<file path="config.mk">
export PLATFORM = sky130hd
export DESIGN_NAME = uart_tx_scheduler
export DESIGN_NICKNAME = d
export VERILOG_FILES = /design/src/rtl/uart_tx_scheduler.sv
export SDC_FILE = /design/constraint.sdc
export NUM_CORES = 1
export LEC_CHECK = 0
export BUFFER_PORTS_ARGS = -buffer_cell sky130_fd_sc_hd__buf_2
export CORE_MARGIN = 2
export CORE_UTILIZATION = 39
export CTS_BUF_LIST = sky130_fd_sc_hd__clkbuf_8
export DETAILED_ROUTE_END_ITERATION = 8
export PLACE_DENSITY = 0.76
export SLEW_MARGIN = 5
export SYNTH_ARGS = -nofsm -noshare
export SYNTH_HDL_FRONTEND = slang
export SYNTH_SLANG_ARGS = --single-unit
export TNS_END_PERCENT = 50
</file>
<file path="constraint.sdc">
create_clock -name clk -period 1.1 [get_ports clk]
set_input_delay 0.11 -clock clk [delete_from_list [all_inputs] [get_ports clk]]
set_output_delay 0.11 -clock clk [all_outputs]
set_load 0.05 [all_outputs]
</file>
<file path="src/rtl/uart_tx_scheduler.sv">
`default_nettype none
// ============================================================================
// Module   : uart_tx_scheduler
// Purpose  : Sequencer in front of the UART transmitter. Arbitrates between
//            a flow-control character request (fixed priority) and the TX
//            FIFO, loads the chosen byte, pulses start, waits for frame
//            completion and optionally enforces an inter-frame guard time
//            counted in baud ticks.
// Options  : UART_TX_SCHED_GUARD_EN - include the GUARD state and counter.
//            When undefined, guard_ticks_i and tick_i are unused.
// Revision : 1.0 - initial release
// ============================================================================
module uart_tx_scheduler #(
    parameter int GUARD_W = 4
) (
    input  logic               clk,
    input  logic               reset,
    input  logic               tx_en_i,
    input  logic               fifo_empty_i,
    input  logic [7:0]         fifo_data_i,
    output logic               fifo_rd_o,
    input  logic               ctrl_req_i,
    input  logic [7:0]         ctrl_data_i,
    output logic               ctrl_ack_o,
    input  logic [GUARD_W-1:0] guard_ticks_i,
    input  logic               tick_i,
    input  logic               cts_ni,
    input  logic               trans_fi_i,
    output logic               start_tx_o,
    output logic [7:0]         data_o,
    output logic               busy_o
);

`ifdef UART_TX_SCHED_GUARD_EN
    typedef enum logic [2:0] {
        ST_IDLE    = 3'd0,
        ST_LOAD    = 3'd1,
        ST_START   = 3'd2,
        ST_WAIT_FI = 3'd3,
        ST_GUARD   = 3'd4
    } state_t;
`else
    typedef enum logic [2:0] {
        ST_IDLE    = 3'd0,
        ST_LOAD    = 3'd1,
        ST_START   = 3'd2,
        ST_WAIT_FI = 3'd3
    } state_t;
`endif

    state_t     r_state_q,    w_state_d;
    logic [7:0] r_data_q,     w_data_d;
    logic       r_src_ctrl_q, w_src_ctrl_d;
    logic       r_fifo_rd_q,  w_fifo_rd_d;
    logic       r_ctrl_ack_q, w_ctrl_ack_d;
    logic       r_start_tx_q, w_start_tx_d;
    logic       r_busy_q,     w_busy_d;

`ifdef UART_TX_SCHED_GUARD_EN
    logic [GUARD_W-1:0] r_guard_cnt_q, w_guard_cnt_d;
    logic [GUARD_W:0]   w_guard_inc;

    assign w_guard_inc = {1'b0, r_guard_cnt_q} + {{GUARD_W{1'b0}}, 1'b1};
`else
    logic w_unused_guard;

    assign w_unused_guard = ^{guard_ticks_i, tick_i};
`endif

    // Next-state, byte latch and registered-output pulse generation
    always_comb begin
        w_state_d    = r_state_q;
        w_data_d     = r_data_q;
        w_src_ctrl_d = r_src_ctrl_q;
`ifdef UART_TX_SCHED_GUARD_EN
        w_guard_cnt_d = r_guard_cnt_q;
`endif
        case (r_state_q)
            ST_IDLE: begin
                if (tx_en_i) begin
                    // Control characters bypass CTS so XOFF can always go out
                    if (ctrl_req_i) begin
                        w_data_d     = ctrl_data_i;
                        w_src_ctrl_d = 1'b1;
                        w_state_d    = ST_LOAD;
                    end else if (!fifo_empty_i && !cts_ni) begin
                        w_data_d     = fifo_data_i;
                        w_src_ctrl_d = 1'b0;
                        w_state_d    = ST_LOAD;
                    end
                end
            end
            ST_LOAD:  w_state_d = ST_START;
            ST_START: w_state_d = ST_WAIT_FI;
            ST_WAIT_FI: begin
                if (trans_fi_i) begin
`ifdef UART_TX_SCHED_GUARD_EN
                    if (guard_ticks_i == '0) begin
                        w_state_d = ST_IDLE;
                    end else begin
                        w_guard_cnt_d = '0;
                        w_state_d     = ST_GUARD;
                    end
`else
                    w_state_d = ST_IDLE;
`endif
                end
            end
`ifdef UART_TX_SCHED_GUARD_EN
            ST_GUARD: begin
                // Leave on the tick that brings the count to the target, so
                // IDLE follows the G-th tick by exactly one cycle
                if (tick_i) begin
                    w_guard_cnt_d = w_guard_inc[GUARD_W-1:0];
                    if (w_guard_inc >= {1'b0, guard_ticks_i}) begin
                        w_state_d = ST_IDLE;
                    end
                end
            end
`endif
            default: w_state_d = ST_IDLE;
        endcase

        // Outputs are derived from the state being entered so they are
        // registered and line up with the state they belong to
        w_fifo_rd_d  = (w_state_d == ST_LOAD) && !w_src_ctrl_d;
        w_ctrl_ack_d = (w_state_d == ST_LOAD) &&  w_src_ctrl_d;
        w_start_tx_d = (w_state_d == ST_START);
        w_busy_d     = (w_state_d != ST_IDLE);
    end

    // State and output registers with synchronous reset
    always_ff @(posedge clk) begin
        if (reset) begin
            r_state_q    <= ST_IDLE;
            r_data_q     <= 8'h00;
            r_src_ctrl_q <= 1'b0;
            r_fifo_rd_q  <= 1'b0;
            r_ctrl_ack_q <= 1'b0;
            r_start_tx_q <= 1'b0;
            r_busy_q     <= 1'b0;
`ifdef UART_TX_SCHED_GUARD_EN
            r_guard_cnt_q <= '0;
`endif
        end else begin
            r_state_q    <= w_state_d;
            r_data_q     <= w_data_d;
            r_src_ctrl_q <= w_src_ctrl_d;
            r_fifo_rd_q  <= w_fifo_rd_d;
            r_ctrl_ack_q <= w_ctrl_ack_d;
            r_start_tx_q <= w_start_tx_d;
            r_busy_q     <= w_busy_d;
`ifdef UART_TX_SCHED_GUARD_EN
            r_guard_cnt_q <= w_guard_cnt_d;
`endif
        end
    end

    assign fifo_rd_o  = r_fifo_rd_q;
    assign ctrl_ack_o = r_ctrl_ack_q;
    assign start_tx_o = r_start_tx_q;
    assign data_o     = r_data_q;
    assign busy_o     = r_busy_q;

endmodule
`default_nettype wire

</file>
Word level (Yosys, flattened, before mapping)
Index checks and enable logic that the tools add are counted.

cells by class
  reductions and logical operators = 10
  mux-type cells = 11
  equal/unequal tests = 5

operators by type and width
  cell                                                                    count
  8-bit 2-to-1 mux                                                        2
  3-bit 2-to-1 mux                                                        4
  3-bit case mux with 4 select lines                                      1
  3-bit by 2-bit equality test with 1-bit output (second input constant)  3
  3-bit by 1-bit equality test with 1-bit output (second input constant)  2
  1-bit 2-to-1 mux                                                        4
  1-bit logical AND                                                       3
  1-bit zero test                                                         3
  3-bit zero test                                                         1
  3-bit AND reduction                                                     1
  3-bit nonzero test                                                      1
  2-bit nonzero test                                                      1

word-level totals
  logic and storage cells = 33
  output and inout bits = 12
  flip-flop bits (word level) = 16
  input port bits = 28

Longest topological paths before layout
Gate-level depths: netlist (run 1).

  depth in word-level cells = 8
  gate-level depth with buffers = 4
  gate-level depth less buffers = 3

Worst setup path before layout (run 1)
OpenSTA, ideal clock, no wires.

  path kind = register to register
  start = register r_state_q[1]
  end = register r_data_q[0], in the netlist data_o[0]
  path slack = -0.078 ns
  path buffers = 1
  library setup time = 0.141 ns
  arrival time = 1.036 ns
  cell stages (with the launch flop) = 5
  cells stage by stage = dfxtp_1 > nor4b_4 > and2_2 > buf_4 > a211oi_2

between the ends
  longest elaborated chain between the ends = 2

ends and longest elaborated chain
  what                           RTL line  RTL
  from (decl)                    51        state_t r_state_q, w_state_d;
  from (signal assigned)         146       r_state_q <= w_state_d;
  3-bit zero test                78        case (r_state_q)
  3-bit AND reduction (no line)  n/a
  to (signal assigned)           147       r_data_q <= w_data_d;
  to (decl)                      52        logic [7:0] r_data_q, w_data_d;

No other way between the ends.
A chain may end at the register's enable or synchronous reset.

Worst setup path after layout (run 1)
  start = register r_state_q[0]
  end = register r_data_q[2], in the netlist data_o[2]

Same word-level chain as after synthesis.

==> results of run 1 <==
==> cells in the final DEF (no fill, tap or decap) <==
cell type | synthesis | layout
dfxtp_2 | 0 | 1
o21bai_2 | 1 | 1
nand3_1 | 1 | 1
or2_2 | 1 | 1
nor4b_2 | 0 | 1
a211oi_2 | 8 | 8
buf_2 | 1 | 34
conb_1 | 1 | 1
nand2_1 | 5 | 5
buf_4 | 1 | 6
and2_4 | 0 | 1
clkbuf_8 | 0 | 3
nor2_1 | 4 | 4
inv_1 | 0 | 1
a21oi_1 | 10 | 10
o21ai_0 | 1 | 1
nor4b_4 | 1 | 1
nor3b_1 | 1 | 1
dfxtp_1 | 15 | 14
mux2i_1 | 8 | 8
==> through the flow <==
stage | utilization | cell area (um2) | setup TNS, ns | total power, W | hold slack (ns)
2_1_floorplan | - | 677 | -0.0625 | 0.000780 | 0.235
3_3_place_gp | 0.565 | 881 | -0.337 | 0.000856 | 0.359
3_5_place_dp | 0.565 | 881 | -0.778 | 0.000863 | 0.362
4_1_cts | 0.594 | 926 | -0.556 | 0.00129 | 0.105
5_1_grt | 0.598 | 932 | -0.931 | 0.00133 | 0.134
6_report | 0.598 | 932 | -0.409 | 0.00128 | 0.125
==> kinds of logic (layout without fill, tap and decap cells) <==
kind of cell	count (synthesis)	in the layout	share of synthesized area
AND/OR/NAND/NOR	15	15	0.138
flip-flops	15	15	0.448
other	1	1	0.00559
buffers and inverters	4	44	0.0410
AO/OA/AOI/OAI	20	20	0.248
multiplexers	8	8	0.119
==> how the worst min path moves through the flow <==
stage	startpoint	to	slack, ns	depth (start not counted)
after floorplan	tx_en_i	fifo_rd_o	0.23	2
after global placement	tx_en_i	fifo_rd_o	0.36	3
after detailed placement	tx_en_i	fifo_rd_o	0.36	3
after CTS	tx_en_i	fifo_rd_o	0.11	3
after global routing	tx_en_i	fifo_rd_o	0.13	3
final	tx_en_i	fifo_rd_o	0.12	3
==> where the power goes <==
part | switching [W] | total (W) | internal [W]
Clock | 0.000179 | 0.000425 | 0.000246
Combinational | 0.000169 | 0.000270 | 0.000100
Sequential | 0.0000124 | 0.000581 | 0.000568
Total | 0.000361 | 0.00128 | 0.000915
==> layer usage <==
metal / global-route usage / wire, um / up-vias
met2: 0.290 / 804 / 23
met4: 0.124 / 27 / 0
met3: 0.0357 / 80 / 2
met1: 0.163 / 637 / 291
met5: 0 / 0 / -
li1: - / - / 307
==> flip-flops by register name, indices dropped and copies added, names as in the netlist <==
name and flops:
ctrl_ack_o 1, busy_o 1, r_state_q 3, start_tx_o 1, data_o 8, fifo_rd_o 1
==> synth_stat cells <==
cell type and count:
dfxtp_1 15, a21oi_1 10, a211oi_2 8, mux2i_1 8, nand2_1 5, nor2_1 4
and2_2 1, buf_2 1, buf_4 1, buf_6 1, clkbuf_1 1, conb_1 1
nand3_1 1, nor3b_1 1, nor4b_1 1, nor4b_4 1, o21ai_0 1, o21bai_2 1
or2_2 1
==> worst reg2reg max path, cell delays in order, from the launching register on <==
cell and delay (ns):
dfxtp_2 0.33, nor4b_4 0.32, buf_4 0.20, a21oi_1 0.08, a211oi_2 0.15
==> final cells by class <==
cell class | count | area [um2]
clock buffer | 3 | 41.3
clock inverter | 1 | 3.75
fill | 145 | 627
multi-input combinational | 44 | 350
sequential | 15 | 302
tap | 16 | 20.0
timing repair buffer | 40 | 215
==> timing repair <==
action                                  in CTS  in global routing
buffers inserted                             0                  0
resized for setup                            0                  1
hold buffers                                 0                  0
endpoints found under the hold margin        0                  0
pin swaps                                    9                  0
endpoints found under the setup margin      10                 11
==> impl_results.md, run 1 <==
* Area delta synth->final at 39.0%
* Clock-pin slew on the worst setup and hold paths at 0.06 ns
* Yosys warning total at 0
* Hold crit path type: in2reg
* Kind of cell adding the most delay to the critical path: flip-flops
* Final critical-path share of the clock period at 1.05
* Post-synth top area share at 0.448
* Worst setup path endpoint: data_o[2]
* Number of non-filler instances in the completed layout at 119
* Full die area at 2070 um2
* Final net count at 132
* Area of the mapped netlist at 671 um2
* Final Hold Vio Count at 0
* H-tree level count at 1
* Setup repair after global routing missed its margin: true
* Top Ports at 40
* Max Freq at 864 MHz
* Clk root buf: clkbuf_8
* Global placer's final weighted congestion at 0.660
* Initial antenna violation count at 0
* Max-Cap Viols at 0
* Pleak at 0.443 nW
* TritonCTS Sinks at 15
* Failing checks: negative setup slack
* Max rail drop VDD at 0.728 mV
* Largest area contributor in the netlist: dfxtp_1
* Flop2flop setup slack at -0.06 ns
* Peak fanout along the critical path at 6
* Post-Syn Instances at 63
* Pin count of the biggest net entering global routing at 11
* Number of gates on the worst path with buffers counted at 4
* Required time worst endpoint at 1.27 ns
* Clock latency at the later pin of the worst-skew pair at 0.24 ns
* DRC violations left at 0
* Global-route congestion overflow total at 0
* Detailed-route wire length per cell at 13.0 um
* Worst setup path startpoint: r_state_q[0]
* Total number of vias at 623
* Floorplan row count at 14
* Dpl hpwl at 1.17 mm
* Vertical extent of the die at 45.5 um
* Sequential area share after synthesis at 0.448
* Number of nets with antenna violations after routing at 0
* Detailed-router iteration count before antenna repair at 4
* Top cells by area, synth: dfxtp_1 45%, a211oi_2 15%, mux2i_1 12%
* Maximum cell stage delay along the critical path at 0.33 ns
* Element type at the critical path start: flop
* Synthesized net count at 91
* CTS tree: built
* Cell with the biggest individual delay on the critical path: dfxtp_2
* Number of distinct library cells after synthesis at 19
* Post-placement setup slack at -0.106 ns
* CTS buffer count at 3
* FF-to-FF End: data_o[2]
* Average size of a mapped cell at 10.6 um2
* Total wirelength of the detailed-routed design at 1.55 mm
* Crit path DAT at 1.32 ns
* Count of final max-slew check failures at 0
* Die Span X at 45.5 um
* Share of layout cells above drive strength 1 at 0.553
* Setup-violating endpoint count in the final report at 10
* Vias in the first global route at 567
* Outcome: finished with violations
* Launching point of the worst reg2reg path: r_state_q[0]
* Antenna diode count at 0
* Number of placed instances with taps included at 115
* Final Critical Period at 1.16 ns
* Wire length of the first global-routing pass at 2.33 mm
* Initial Utilization at 0.430
* Maximum buffer depth of the clock tree at 2
* Depth of the worst register-to-register path at 4
* PD cells at 1370 nW/um2
* Synth Register Bits at 15
* Type of the worst setup path: reg2reg
* DR vias/cell at 5.24
* Quantity of I/O buffers inserted on ports at 34
* Worst setup EP type: flop
* Worst Skew at 0.000862 ns
* Final worst slack at -0.0569 ns
* Number of buffers and inverters on the critical path at 1
* Overall track demand over capacity in global routing at 0.164
* Core Footprint at 1560 um2
* Cell chain of the critical path: nor4b_4 > buf_4 > a21oi_1 > a211oi_2
* Detailed router's first-iteration violation count at 7
No activity file was read; power rests on OpenSTA's default activity.
==> inputs of run 2 (changes only) <==
- CORE_UTILIZATION: 39 -> 37
- CTS_BUF_LIST: sky130_fd_sc_hd__clkbuf_8 -> not set
- PLACE_DENSITY: 0.76 -> 0.73
==> run 2 against run 1 <==
  * Worst hold slack lost 0.054 ns
  * The run still ends with negative setup slack left
  * Global-route usage is 2.0 points lower
  * Non-clock buffer count grew 2
  * Critical endpoint is now data_o[4]
  * Core utilization decreased by 2.9 points
  * Via count is 1.6% lower
  * Total power decreased by 7.0%
  * Clock power shrank 26%
==> impl_results.md, run 2 (synthesized netlist as in run 1, its figures left out) <==
* Global placer's final weighted congestion at 0.677 (+2.5%)
* Initial Utilization at 0.393 (-0.0375)
* Core Footprint at 1710 um2 (+9.6%)
* Detailed router's first-iteration violation count at 11 (+4)
* Pin count of the biggest net entering global routing at 11 (unchanged)
* Wire length of the first global-routing pass at 2.21 mm (-5.0%)
* Total number of vias at 613 (-1.6%)
* Quantity of I/O buffers inserted on ports at 34 (unchanged)
* Footprint of the multi-input gates at 378 um2 (+7.9%)
* Initial antenna violation count at 0 (unchanged)
* Post-cts hold buffer count at 0 (unchanged)
* Element type at the critical path start: flop
* Overall track demand over capacity in global routing at 0.144 (-0.0201)
* TritonCTS Sinks at 15 (unchanged)
* Clock-pin slew on the worst setup and hold paths at 0.09 ns (+0.03 ns)
* Crit path DAT at 1.37 ns (+0.05 ns)
* Max Freq at 859 MHz (-0.63%)
* Max-Cap Viols at 0 (unchanged)
* Floorplan row count at 15 (+1)
* Number of nets with antenna violations after routing at 0 (unchanged)
* Number of non-filler instances in the completed layout at 130 (+9.2%)
* Clk root buf: clkbuf_4
* Failing checks: negative setup slack
* Final critical-path share of the clock period at 1.06 (+0.00664)
* Worst setup EP type: flop
* Cell chain of the critical path: nor4b_4 > buf_6 > a21oi_2 > a211oi_2
* Sequential cell area at 303 um2 (+0.41%)
* H-tree level count at 1 (unchanged)
* Setup-violating endpoint count in the final report at 10 (unchanged)
* Top Ports at 40 (unchanged)
* Setup repair after global routing missed its margin: true
* Max rail drop VDD at 0.748 mV (+2.8%)
* Global-route congestion overflow total at 0 (unchanged)
* Final Critical Period at 1.16 ns (+0.00730 ns)
* Maximum cell stage delay along the critical path at 0.34 ns (about the same)
* Full die area at 2170 um2 (+4.9%)
* Final net count at 134 (+1.5%)
* Share of layout cells above drive strength 1 at 0.629 (+0.0752)
* DRC violations left at 0 (unchanged)
* Total power consumption of the routed design at 0.00119 W (-7.0%)
* Cell with the biggest individual delay on the critical path: dfxtp_2
* Total wirelength of the detailed-routed design at 1.54 mm (-0.84%)
* CTS buffer count at 3 (unchanged)
* Vias in the first global route at 546 (-3.7%)
* Detailed-route wire length per cell at 11.8 um (-9.2%)
* Pleak at 0.447 nW (+0.89%)
* PD cells at 1220 nW/um2 (-11%)
* CTS tree: built
* Worst Skew at 0.00297 ns (+0.00211 ns)
* Die Span X at 46.6 um (+2.4%)
* Count of final max-slew check failures at 0 (unchanged)
* Vertical extent of the die at 46.6 um (+2.4%)
* Dpl hpwl at 1.13 mm (-3.5%)
* Maximum buffer depth of the clock tree at 2 (unchanged)
* Required time worst endpoint at 1.30 ns (+0.03 ns)
* Type of the worst setup path: reg2reg
* Area delta synth->final at 45.0%
* Setup bufs post-CTS at 0 (unchanged)
* Max FFs per register at 8 (unchanged)
* Final Hold Vio Count at 0 (unchanged)
* Detailed-router iteration count before antenna repair at 4 (unchanged)
* Final worst slack at -0.0642 ns (-0.00730 ns)
* Outcome: finished with violations
* Top library cells by usage in the layout, fill and taps aside: 34 x buf_2, 13 x dfxtp_1, 8 x mux2i_1, 8 x a211oi_2, 7 x buf_4
* Number of filler instances in the final layout at 167 (+15%)
* Number of placed instances with taps included at 126 (+9.6%)
* Hold crit path type: in2reg
* Clock latency at the later pin of the worst-skew pair at 0.28 ns (+0.04 ns)
* Peak fanout along the critical path at 7 (+1)
* DR vias/cell at 4.72 (-9.9%)
* Antenna diode count at 0 (unchanged)
* Most frequent standard cell in the layout excluding fill and tap cells: buf_2
-- run 2: cell count changes in the layout (fill, tap and decap cells not counted), sizes merged --
cell	delta
buf	+2
clkbuf	+1
inv	-1
-- run 2: where the power goes --
part           internal [W]  total (W)  switching [W]
sequential         0.000568   0.000582      0.0000147
combinational      0.000114   0.000292       0.000178
clock              0.000140   0.000313       0.000172
-- run 2: final timing paths --
| kind | cells after the start | start | endpoint | slack [ns] |
|---|---|---|---|---|
| worst min-delay path | 3 | tx_en_i | fifo_rd_o | 0.07 |
| worst max register to register | 4 | r_state_q[1] | data_o[4] | -0.06 |
| worst max-delay path | 4 | r_state_q[1] | data_o[4] | -0.06 |
| worst min register to register | 2 | data_o[5] | data_o[5] | 0.52 |
-- run 2: layout make-up --
type / count / share of cell area
clock buffer: 4 / 0.0270
multi-input combinational: 44 / 0.389
sequential: 15 / 0.311
tap: 25 / 0.0322
timing repair buffer: 42 / 0.241
-- run 2: layer usage --
metal | GRT usage | wire length, um | vias up | share of wire
met5 | 0 | 0 | - | 0
met4 | 0.0857 | 19 | 0 | 0.012
met3 | 0.0118 | 71 | 2 | 0.046
met2 | 0.225 | 790 | 17 | 0.51
met1 | 0.190 | 656 | 283 | 0.43
li1 | - | - | 311 | -
-- run 2: per-stage QoR --
stage               hold WS (ns)  setup slack (ns)  utilization  setup TNS, ns  area, um2
global placement           0.361           -0.0515        0.531         -0.252        907
detailed placement         0.365           -0.0887        0.531         -0.431        907
floorplan                  0.235          -0.00781            -        -0.0625        677
CTS                       0.0668           -0.0568        0.566         -0.414        967
global route              0.0629            -0.115        0.569          -1.00        972
finish                    0.0710           -0.0642        0.569         -0.521        972
-- run 2: repair_timing --
item,in CTS,in global routing
pin swaps,10,1
setup endpoints to repair,10,11
gates resized for setup,8,2
-- run 2: critical path, delay by kind of cell, from the launching register on --
family                 cells  cell delay (ns)
buffers and inverters      1             0.20
flip-flops                 1             0.34
AND/OR/NAND/NOR            1             0.34
AO/OA/AOI/OAI              2             0.21
==> inputs of run 3 (changes only) <==
- SETUP_SLACK_MARGIN: not set -> 0.02
- SKIP_LAST_GASP: not set -> 1
==> run 3 against run 2 <==
  * The flow still finishes with violations (negative setup slack)
  * Sequential power about the same
  * Design area unchanged
  * Clock-buffer cell count unchanged
  * Global-route usage unchanged
  * Total power unchanged
  * Worst hold slack unchanged
  * Core utilization unchanged
  * Sequential share of layout area unchanged
  * Critical path depth unchanged
  * Wire length unchanged
  * Die area unchanged
  * First-iteration DRC count unchanged
  * Critical endpoint unchanged
  * Largest cell class unchanged
  * Largest power group unchanged
  * Highest routed layer unchanged
==> impl_results.md, run 3 (synthesized netlist as in run 1, its figures left out) <==
* Setup bufs post-CTS at 0 (unchanged)
* Number of nets with antenna violations after routing at 0 (unchanged)
* Max-Cap Viols at 0 (unchanged)
* Peak fanout along the critical path at 7 (unchanged)
* Top Ports at 40 (unchanged)
* Overall track demand over capacity in global routing at 0.144 (unchanged)
* Worst setup EP type: flop
* Clock-pin slew on the worst setup and hold paths at 0.09 ns (about the same)
* Final net count at 134 (unchanged)
* Clk network pwr share at 0.263 (about the same)
* Fin Setup TNS at -0.521 ns (unchanged)
* Flop2flop setup slack at -0.06 ns (about the same)
* Final Hold Vio Count at 0 (unchanged)
* Depth of the worst register-to-register path at 4 (unchanged)
* Worst setup path startpoint: r_state_q[1]
* Cell chain of the critical path: nor4b_4 > buf_6 > a21oi_2 > a211oi_2
* Core Footprint at 1710 um2 (unchanged)
* DR vias/cell at 4.72 (unchanged)
* Required time worst endpoint at 1.30 ns (about the same)
* PD cells at 1220 nW/um2 (unchanged)
* Worst hold endpoint: fifo_rd_o
* Detailed-route wire length per cell at 11.8 um (unchanged)
* Kind of cell adding the most delay to the critical path: flip-flops
* Initial Utilization at 0.393 (unchanged)
* Failing checks: negative setup slack
* Hold crit path type: in2reg
* Wire length of the first global-routing pass at 2.21 mm (unchanged)
* Clk root buf: clkbuf_4
* Dpl hpwl at 1.13 mm (unchanged)
* Total number of vias at 613 (unchanged)
* Max Freq at 859 MHz (unchanged)
* Proportion of total power due to net switching at 0.308 (unchanged)
* Vertical extent of the die at 46.6 um (unchanged)
* Detailed router's first-iteration violation count at 11 (unchanged)
* Flop pwr share at 0.491 (about the same)
* Launching point of the worst reg2reg path: r_state_q[1]
* Final worst slack at -0.0642 ns (unchanged)
* Sequential cell area at 303 um2 (unchanged)
* Share of layout cells above drive strength 1 at 0.629 (unchanged)
* Type of the worst setup path: reg2reg
* Pleak at 0.447 nW (unchanged)
* Maximum cell stage delay along the critical path at 0.34 ns (about the same)
* Final Critical Period at 1.16 ns (unchanged)
* Crit path DAT at 1.37 ns (about the same)
* Count of final max-slew check failures at 0 (unchanged)
* CTS buffer count at 3 (unchanged)
* Maximum buffer depth of the clock tree at 2 (unchanged)
* Antenna diode count at 0 (unchanged)
* Hold path start: tx_en_i
* Max rail drop VDD at 0.748 mV (unchanged)
* Sw Pwr at 0.000365 W (unchanged)
* CTS tree: built
* Footprint of the multi-input gates at 378 um2 (unchanged)
* DRC violations left at 0 (unchanged)
* Die Span X at 46.6 um (unchanged)
* Full die area at 2170 um2 (unchanged)
* H-tree level count at 1 (unchanged)
* Quantity of I/O buffers inserted on ports at 34 (unchanged)
* Number of placed instances with taps included at 126 (unchanged)
* Top library cells by usage in the layout, fill and taps aside: 34 x buf_2, 13 x dfxtp_1, 8 x mux2i_1, 8 x a211oi_2, 7 x buf_4
* Worst Skew at 0.00297 ns (unchanged)
* Number of buffers and inverters on the critical path at 1 (unchanged)
* Global-route congestion overflow total at 0 (unchanged)
* Global placer's final weighted congestion at 0.677 (unchanged)
* Number of non-filler instances in the completed layout at 130 (unchanged)
* Final critical-path share of the clock period at 1.06 (unchanged)
* Vias in the first global route at 546 (unchanged)
* Detailed-router iteration count before antenna repair at 4 (unchanged)
* TritonCTS Sinks at 15 (unchanged)
* Number of filler instances in the final layout at 167 (unchanged)
* Total power consumption of the routed design at 0.00119 W (unchanged)
* Setup repair after global routing missed its margin: true
* Pin count of the biggest net entering global routing at 11 (unchanged)
* Power Internal at 0.000822 W (unchanged)
* Element type at the critical path start: flop
* Core Util, Final at 0.569 (unchanged)
* Count of cells along the worst hold path at 3 (unchanged)
* Cell with the biggest individual delay on the critical path: dfxtp_2
* Gate power share at 0.246 (about the same)
* FF-to-FF End: data_o[4]
* Outcome: finished with violations
* Area delta synth->final at 45.0% (unchanged)
* Max FFs per register at 8 (unchanged)
* Floorplan row count at 15 (unchanged)
* Total wirelength of the detailed-routed design at 1.54 mm (unchanged)
* Initial antenna violation count at 0 (unchanged)
* Post-placement setup slack at -0.0887 ns (unchanged)
* Clock latency at the later pin of the worst-skew pair at 0.28 ns (about the same)
* Most frequent standard cell in the layout excluding fill and tap cells: buf_2
* Setup-violating endpoint count in the final report at 10 (unchanged)
[run 3: cell counts in the layout (fill, tap and decap cells not counted)]
Identical to the previous run, type by type.
[run 3: how the worst max path moves through the flow]
stage / slack [ns] / cells past startpoint / end
final: -0.06 / 4 / data_o[4]
after CTS: -0.06 / 4 / data_o[4]
after detailed placement: -0.09 / 4 / data_o[4]
after global placement: -0.05 / 4 / data_o[6]
after floorplan: -0.008 / 4 / data_o[0]
after global routing: -0.11 / 4 / data_o[6]
[run 3: worst register-to-register path, delay by kind of cell (launching register included)]
kind	cells	cell delay [ns]
flip-flops	1	0.34
AND/OR/NAND/NOR	1	0.34
AO/OA/AOI/OAI	2	0.21
buffers and inverters	1	0.20
[run 3: stage by stage]
stage	cell area, um2	hold WS [ns]
2_1_floorplan	677	0.235
3_3_place_gp	907	0.361
3_5_place_dp	907	0.365
4_1_cts	967	0.0668
5_1_grt	972	0.0629
6_report	972	0.0710
[run 3: cell type report]
| cell class | instances | share of cell area |
|---|---|---|
| Clock buffer | 4 | 0.0270 |
| Multi-Input combinational cell | 44 | 0.389 |
| Sequential cell | 15 | 0.311 |
| Tap cell | 25 | 0.0322 |
| Timing Repair Buffer | 42 | 0.241 |
[run 3: what timing repair did]
item                       CTS  global route
gates resized for setup      8             2
hold buffers                 0             0
setup endpoints to repair   10            13
pin swaps                   10             1
[run 3: layer usage]
layer / wire length (um) / global-route usage
met1: 656 / 0.190
met4: 19 / 0.0857
met3: 71 / 0.0118
met5: 0 / 0
met2: 790 / 0.225
[run 3: power by group through the flow]
stage	Clock, W	Combinational, W	Sequential, W
2_1_floorplan	0	0.000113	0.000667
4_1_cts	0.000318	0.000291	0.000583
5_1_grt	0.000344	0.000312	0.000585
3_3_place_gp	0	0.000271	0.000592
6_report	0.000313	0.000292	0.000582
3_5_place_dp	0	0.000277	0.000592
